==> src/rtl/slot_demux8_pkg.sv <==
// Shared sizing, types and helpers for the 8-entry slot allocator.
package slot_demux8_pkg;

  localparam int NSLOT      = 8;
  localparam int SLOT_IDX_W = 3;

  typedef logic [SLOT_IDX_W-1:0] slot_idx_t;
  typedef logic [NSLOT-1:0]      slot_vec_t;

  function automatic logic [3:0] popcount8(input slot_vec_t v);
    logic [3:0] cnt;
    cnt = '0;
    for (int i = 0; i < NSLOT; i++) begin
      cnt = cnt + {3'b000, v[i]};
    end
    return cnt;
  endfunction

endpackage

==> src/rtl/slot_demux8_prio_enc8.sv <==
// Lowest-index-first priority encoder over an 8-bit request vector.
module prio_enc8
  import slot_demux8_pkg::*;
(
  input  slot_vec_t req,
  output slot_idx_t idx,
  output logic      any
);

  // Scan from the top down so the lowest set bit is the last to overwrite idx.
  always_comb begin
    idx = '0;
    any = |req;
    for (int i = NSLOT - 1; i >= 0; i--) begin
      if (req[i]) begin
        idx = slot_idx_t'(i);
      end
    end
  end

endmodule

==> src/rtl/slot_demux8.sv <==
// Write side of the 8-entry selection path: stores each accepted payload in the
// lowest free slot and holds it busy until an explicit per-slot release.
module slot_demux8
  import slot_demux8_pkg::*;
#(
  parameter int DATA_W = 16
) (
  input  logic                    clk,
  input  logic                    reset,
  input  logic                    in_valid,
  output logic                    in_ready,
  input  logic [DATA_W-1:0]       in_data,
  input  logic [NSLOT-1:0]        slot_release,
  output logic [NSLOT-1:0]        slot_busy,
  output logic [NSLOT*DATA_W-1:0] slot_data,
  output logic                    alloc_fire,
  output logic [SLOT_IDX_W-1:0]   alloc_idx,
  output logic [3:0]              count
);

  slot_vec_t         busy_reg, busy_next;
  slot_vec_t         alloc_mask;
  slot_idx_t         sel;
  slot_idx_t         alloc_idx_reg;
  logic              any_free;
  logic              fire;
  logic              alloc_fire_reg;
  logic [3:0]        count_reg, count_next;
  logic [DATA_W-1:0] data_reg [NSLOT];

  prio_enc8 u_prio_enc8 (
    .req (~busy_reg),
    .idx (sel),
    .any (any_free)
  );

  assign in_ready = any_free;
  assign fire     = in_valid & any_free;

  // Slot choice uses the pre-release vector, so a slot being freed this edge
  // can never be the one allocated; releases of free slots fall out of the AND.
  always_comb begin
    alloc_mask = '0;
    if (fire) begin
      alloc_mask[sel] = 1'b1;
    end
    busy_next  = (busy_reg & ~slot_release) | alloc_mask;
    count_next = count_reg + {3'b000, fire} - popcount8(slot_release & busy_reg);
  end

  always_ff @(posedge clk) begin
    if (reset) begin
      busy_reg       <= '0;
      count_reg      <= '0;
      alloc_fire_reg <= 1'b0;
      alloc_idx_reg  <= '0;
      for (int i = 0; i < NSLOT; i++) begin
        data_reg[i] <= '0;
      end
    end else begin
      busy_reg       <= busy_next;
      count_reg      <= count_next;
      alloc_fire_reg <= fire;
      if (fire) begin
        data_reg[sel] <= in_data;
        alloc_idx_reg <= sel;
      end
    end
  end

  generate
    for (genvar gi = 0; gi < NSLOT; gi++) begin : g_slot_out
      assign slot_data[gi*DATA_W +: DATA_W] = data_reg[gi];
    end
  endgenerate

  assign slot_busy  = busy_reg;
  assign alloc_fire = alloc_fire_reg;
  assign alloc_idx  = alloc_idx_reg;
  assign count      = count_reg;

  count_matches_busy: assert property (@(posedge clk) disable iff (reset)
    count_reg == popcount8(busy_reg));

endmodule

==> config.mk <==
export PLATFORM = sky130hd
export DESIGN_NAME = slot_demux8
export DESIGN_NICKNAME = d
export VERILOG_FILES = /design/src/rtl/slot_demux8_pkg.sv /design/src/rtl/slot_demux8_prio_enc8.sv /design/src/rtl/slot_demux8.sv
export SDC_FILE = /design/constraint.sdc
export NUM_CORES = 1
export LEC_CHECK = 0
export CAP_MARGIN = 25
export CORE_MARGIN = 10
export CORE_UTILIZATION = 47
export DETAILED_ROUTE_END_ITERATION = 7
export HOLD_SLACK_MARGIN = 0.06
export PLACE_DENSITY_LB_ADDON = 0.2
export SLEW_MARGIN = 15
export SYNTH_ARGS = -nofsm -noshare
export SYNTH_HDL_FRONTEND = slang
export SYNTH_SLANG_ARGS = --single-unit
==> constraint.sdc <==
create_clock -name clk -period 3.75 [get_ports clk]
set_input_delay 0.375 -clock clk [delete_from_list [all_inputs] [get_ports clk]]
set_output_delay 0.375 -clock clk [all_outputs]
set_load 0.02 [all_outputs]
==> results of run 1 <==
## placed cells by master, fill, tap and decap left out, drive strengths merged, types with 2 or more instances in the layout
| master | count |
|---|---|
| clkdlybuf4s50 | 171 |
| and2 | 133 |
| edfxtp | 128 |
| clkbuf | 20 |
| dfxtp | 16 |
| inv | 15 |
| buf | 12 |
| or2 | 10 |
| nor2 | 10 |
| ha | 7 |
| nor3 | 7 |
| nand2 | 6 |
| nor2b | 6 |
| fa | 6 |
| a21o | 5 |
| clkinv | 5 |
| bufinv | 4 |
| o21ai | 3 |
| xnor2 | 3 |
| a21oi | 3 |
| nor3b | 3 |
| nand3b | 2 |
| o21a | 2 |
| nand4 | 2 |
## routing by layer
metal  up-vias  track usage (%)  wire length [um]
met1      1765             19.0              5680
met4         0             5.36               101
met2       141             30.2              7440
met3         8             7.94              1550
li1       1717                -                 -
met5         -                0                 0
## power by group through the flow
stage / clock, W / sequential [W] / combinational (W)
floorplan: 0 / 0.00197 / 0.0000975
global placement: 0 / 0.00188 / 0.000419
detailed placement: 0 / 0.00188 / 0.000428
CTS: 0.00174 / 0.00185 / 0.000430
global route: 0.00181 / 0.00186 / 0.000453
finish: 0.00171 / 0.00185 / 0.000422
## cell type report
cell class / count / area share (%)
Inverter: 14 / 0.633
Timing Repair Buffer: 183 / 21.7
Clock buffer: 20 / 5.26
Tap cell: 147 / 2.22
Multi-Input combinational cell: 216 / 18.1
Sequential cell: 144 / 50.2
Clock inverter: 11 / 1.97
## worst min-delay path: cells and delay by family (launching register included)
family           cells  cell delay [ns]
AND/OR/NAND/NOR      1             0.09
flip-flops           1             0.32
AO/OA/AOI/OAI        1             0.06
## worst min path at each step
stage,startpoint,to,slack (ns),cells past startpoint
detailed placement,alloc_idx[1]$_SDFFE_PP0P_,alloc_idx[1]$_SDFFE_PP0P_,0.51,2
global route,alloc_idx[1]$_SDFFE_PP0P_,alloc_idx[1]$_SDFFE_PP0P_,0.54,2
CTS,alloc_idx[1]$_SDFFE_PP0P_,alloc_idx[1]$_SDFFE_PP0P_,0.52,2
finish,alloc_idx[1]$_SDFFE_PP0P_,alloc_idx[1]$_SDFFE_PP0P_,0.53,2
floorplan,in_valid,alloc_idx[2]$_SDFFE_PP0P_,0.47,1
global placement,alloc_idx[1]$_SDFFE_PP0P_,alloc_idx[1]$_SDFFE_PP0P_,0.49,2
## stage by stage
stage               hold slack [ns]  std cells
CTS                           0.523        735
global placement              0.490        704
global route                  0.540        735
floorplan                     0.472        385
finish                        0.527        735
detailed placement            0.512        704
## cell families after synthesis
logic type | after synthesis
compound gates | 16
xor+xnor | 3
fa+ha+maj | 13
buf+inv | 25
flops | 144
simple gates | 184
==> key figures, run 1 <==
Critical path
  • R2R Path End: count[3]$_SDFF_PP0_
  • Cell with the largest stage delay on the worst path: fa_1
  • Critical path class: reg -> reg
  • Most used cell, CP: fa_1
  • CP delay by family, top: adder cells
  • CP max stage delay: between 0.4 and 0.5 ns
  • Crit-path max FO: 11
  • Worst path arrival time: roughly 3.7 ns
  • Critical path depth: 13
  • Worst Setup End Kind: flip-flop
  • Buf/Inv on CP: 3
  • Crit path capture: count[3]$_SDFF_PP0_
  • Worst-path cell chain: and2_1 -> fa_1 -> fa_1 -> inv_1 -> fa_1 -> inv_1 -> fa_1 -> inv_1 -> ha_1 -> ha_1 -> xnor2_1 -> xnor2_1 -> nor2_1
  • R2r setup slk: between 0.3 and 0.4 ns
  • CP Launch Point: slot_busy[0]$_SDFF_PP0_
  • Critical R2R Launch: slot_busy[0]$_SDFF_PP0_
  • Critical path startpoint category: flip-flop
  • CP Data Required Time: between 4 and 5 ns
  • Worst r2r path cells: 13

STA
  • Setup ws final: about 0.36 ns
  • Slew at the pin closest to its max-slew limit: about 0.6 ns
  • FMAX: around 300 MHz
  • Clk_skew: around 0.0086 ns
  • Tmin final: ~3.4 ns
  • Max-slew violation count: 0
  • Period utilization: between 90% and 100%
  • Final setup violation count: 0
  • Slew margin rel.: between 60% and 70%
  • RSZ-0062 raised after global routing: no
  • Final Hold Viols: 0
  • Sum Neg Setup Slack: 0 ns

Global routing
  • Initial antenna violation count: 0
  • GR Util All Layers: between 10% and 20%
  • Number of global-route vias before repair: just under 4000
  • Largest net degree at the start of global routing: 25
  • First-pass GRT wire length: 22000 um
  • Grt total ovfl: 0

Pwr
  • P_leak: approximately 3.2 nW
  • Peak VDD IR: between 200 and 250 uV
  • Design Power: ~0.004 W
  • Sw Pwr: roughly 0.00087 W
  • PwrDens: between 400 and 500 nW/um2
  • Sw frac: about 22%
  • Sequential Power Share: between 40% and 50%
  • Combinational Power Share: 10.6%
  • Clk pwr share: between 40% and 50%
  • P_int: 0.00311 W

Logic synthesis
  • Post-synthesis xor/xnor area fraction: 0.456%
  • Post-synthesis simple-gate area fraction: 19.8%
  • Syn Nets: 425
  • Compound-Gate Fraction of Synth Area: between 1.5 and 2%
  • Yosys top cell by area: edfxtp_1
  • Area of the mapped netlist: a little under 6000 um2
  • Async set-reset flop share out of synthesis: 0%
  • Adder-Cell Fraction of Synth Area: around 3.6%
  • #FFs+latches synth: roughly 140
  • Post-synth top flop: edfxtp_1
  • Number of synthesized flops with an enable pin: 128
  • Unique masters post-synth: 35
  • Seq/Total Area, Yosys: just over 70%
  • Syn Inst Count: 385
  • Most frequent cell after synthesis: and2_1
  • Largest cells by area after synthesis: edfxtp_1 67%, and2_1 14%, dfxtp_1 5.6%
  • Share of the synthesized area in the top cell type: roughly two thirds
  • Syn avg cell area: 15.0 um2
  • Most instantiated cells after synthesis: 133 x and2_1, 128 x edfxtp_1, 16 x dfxtp_1, 14 x inv_1
  • Yosys Warn Count: 0
  • Largest family of logic cells by synthesized area: simple AND/OR/NAND/NOR gates
  • Mux contribution to synthesized area: 0%

CTS
  • Worst-Skew Late Latency: a little over 0.4 ns
  • H-tree depth: 4
  • CTS Hold Buffers Added: 0
  • CTS Buffer Depth: 2
  • CTS root buffer: clkbuf_16
  • CTS tree: yes
  • CTS Buf Count: 17
  • Setup Fix Bufs, Post-CTS: 0
  • Clock transition at path regs: around 0.06 ns
  • CTS sink cnt: roughly 140
  • Cts repair resizes: 0

Route
  • Drc violations: 0
  • DRT Wirelength: ~15000 um
  • Overall via count from detail_route: roughly 3600
  • First drt pass iteration count: 5
  • Antenna Nets Post-Route: 0
  • Wire per inst: ~20 um
  • Via/cell ratio: roughly 5
  • Initial DRC count: approximately 270

Finish
  • Max FFs per register: 128
  • Antenna cell count: 0
  • Layout cells sized above 1: approximately a tenth
  • Finished layout cell area: about 8300 um2
  • Nets@finish: 616
  • Multi-input logic area: 1500 um2
  • Area Overhead vs Synth: 44.0%
  • Final Core Density: 69.1%
  • Register Area: 4160 um2
  • Fillers: 863

Placed design
  • Post-DP Area: roughly 7700 um2
  • Routability-driven placement congestion ratio: between 0.8 and 0.9
  • Port buffer count: 171
  • Post-DP HPWL: 10900 um
  • Worst slack, placed: -0.0555 ns

Status
  • Status: completed

Floorplan
  • IO Count: approximately 170
  • Die footprint: approximately 17000 um2
  • DIE HEIGHT: about 130 um
  • Core area: approximately 12000 um2
  • Die X: 131 um
  • Cell Rows: 40
  • Initial Util: a little under half

Flow run
  • Max-cap violation count: 0

Min path
  • Hold Path Class: reg -> reg
Power figures use the tool's default switching activity.
==> run 2: changes to the inputs <==
--- a/config.mk
+++ b/config.mk
@@ -5,7 +5,7 @@
 export SDC_FILE = /design/constraint.sdc
 export NUM_CORES = 1
 export LEC_CHECK = 0
-export CAP_MARGIN = 25
+export CAP_MARGIN = 10
 export CORE_MARGIN = 10
 export CORE_UTILIZATION = 47
 export DETAILED_ROUTE_END_ITERATION = 7
==> results of run 2 <==
Final layout, timing and power as in run 1 (identical DEF).
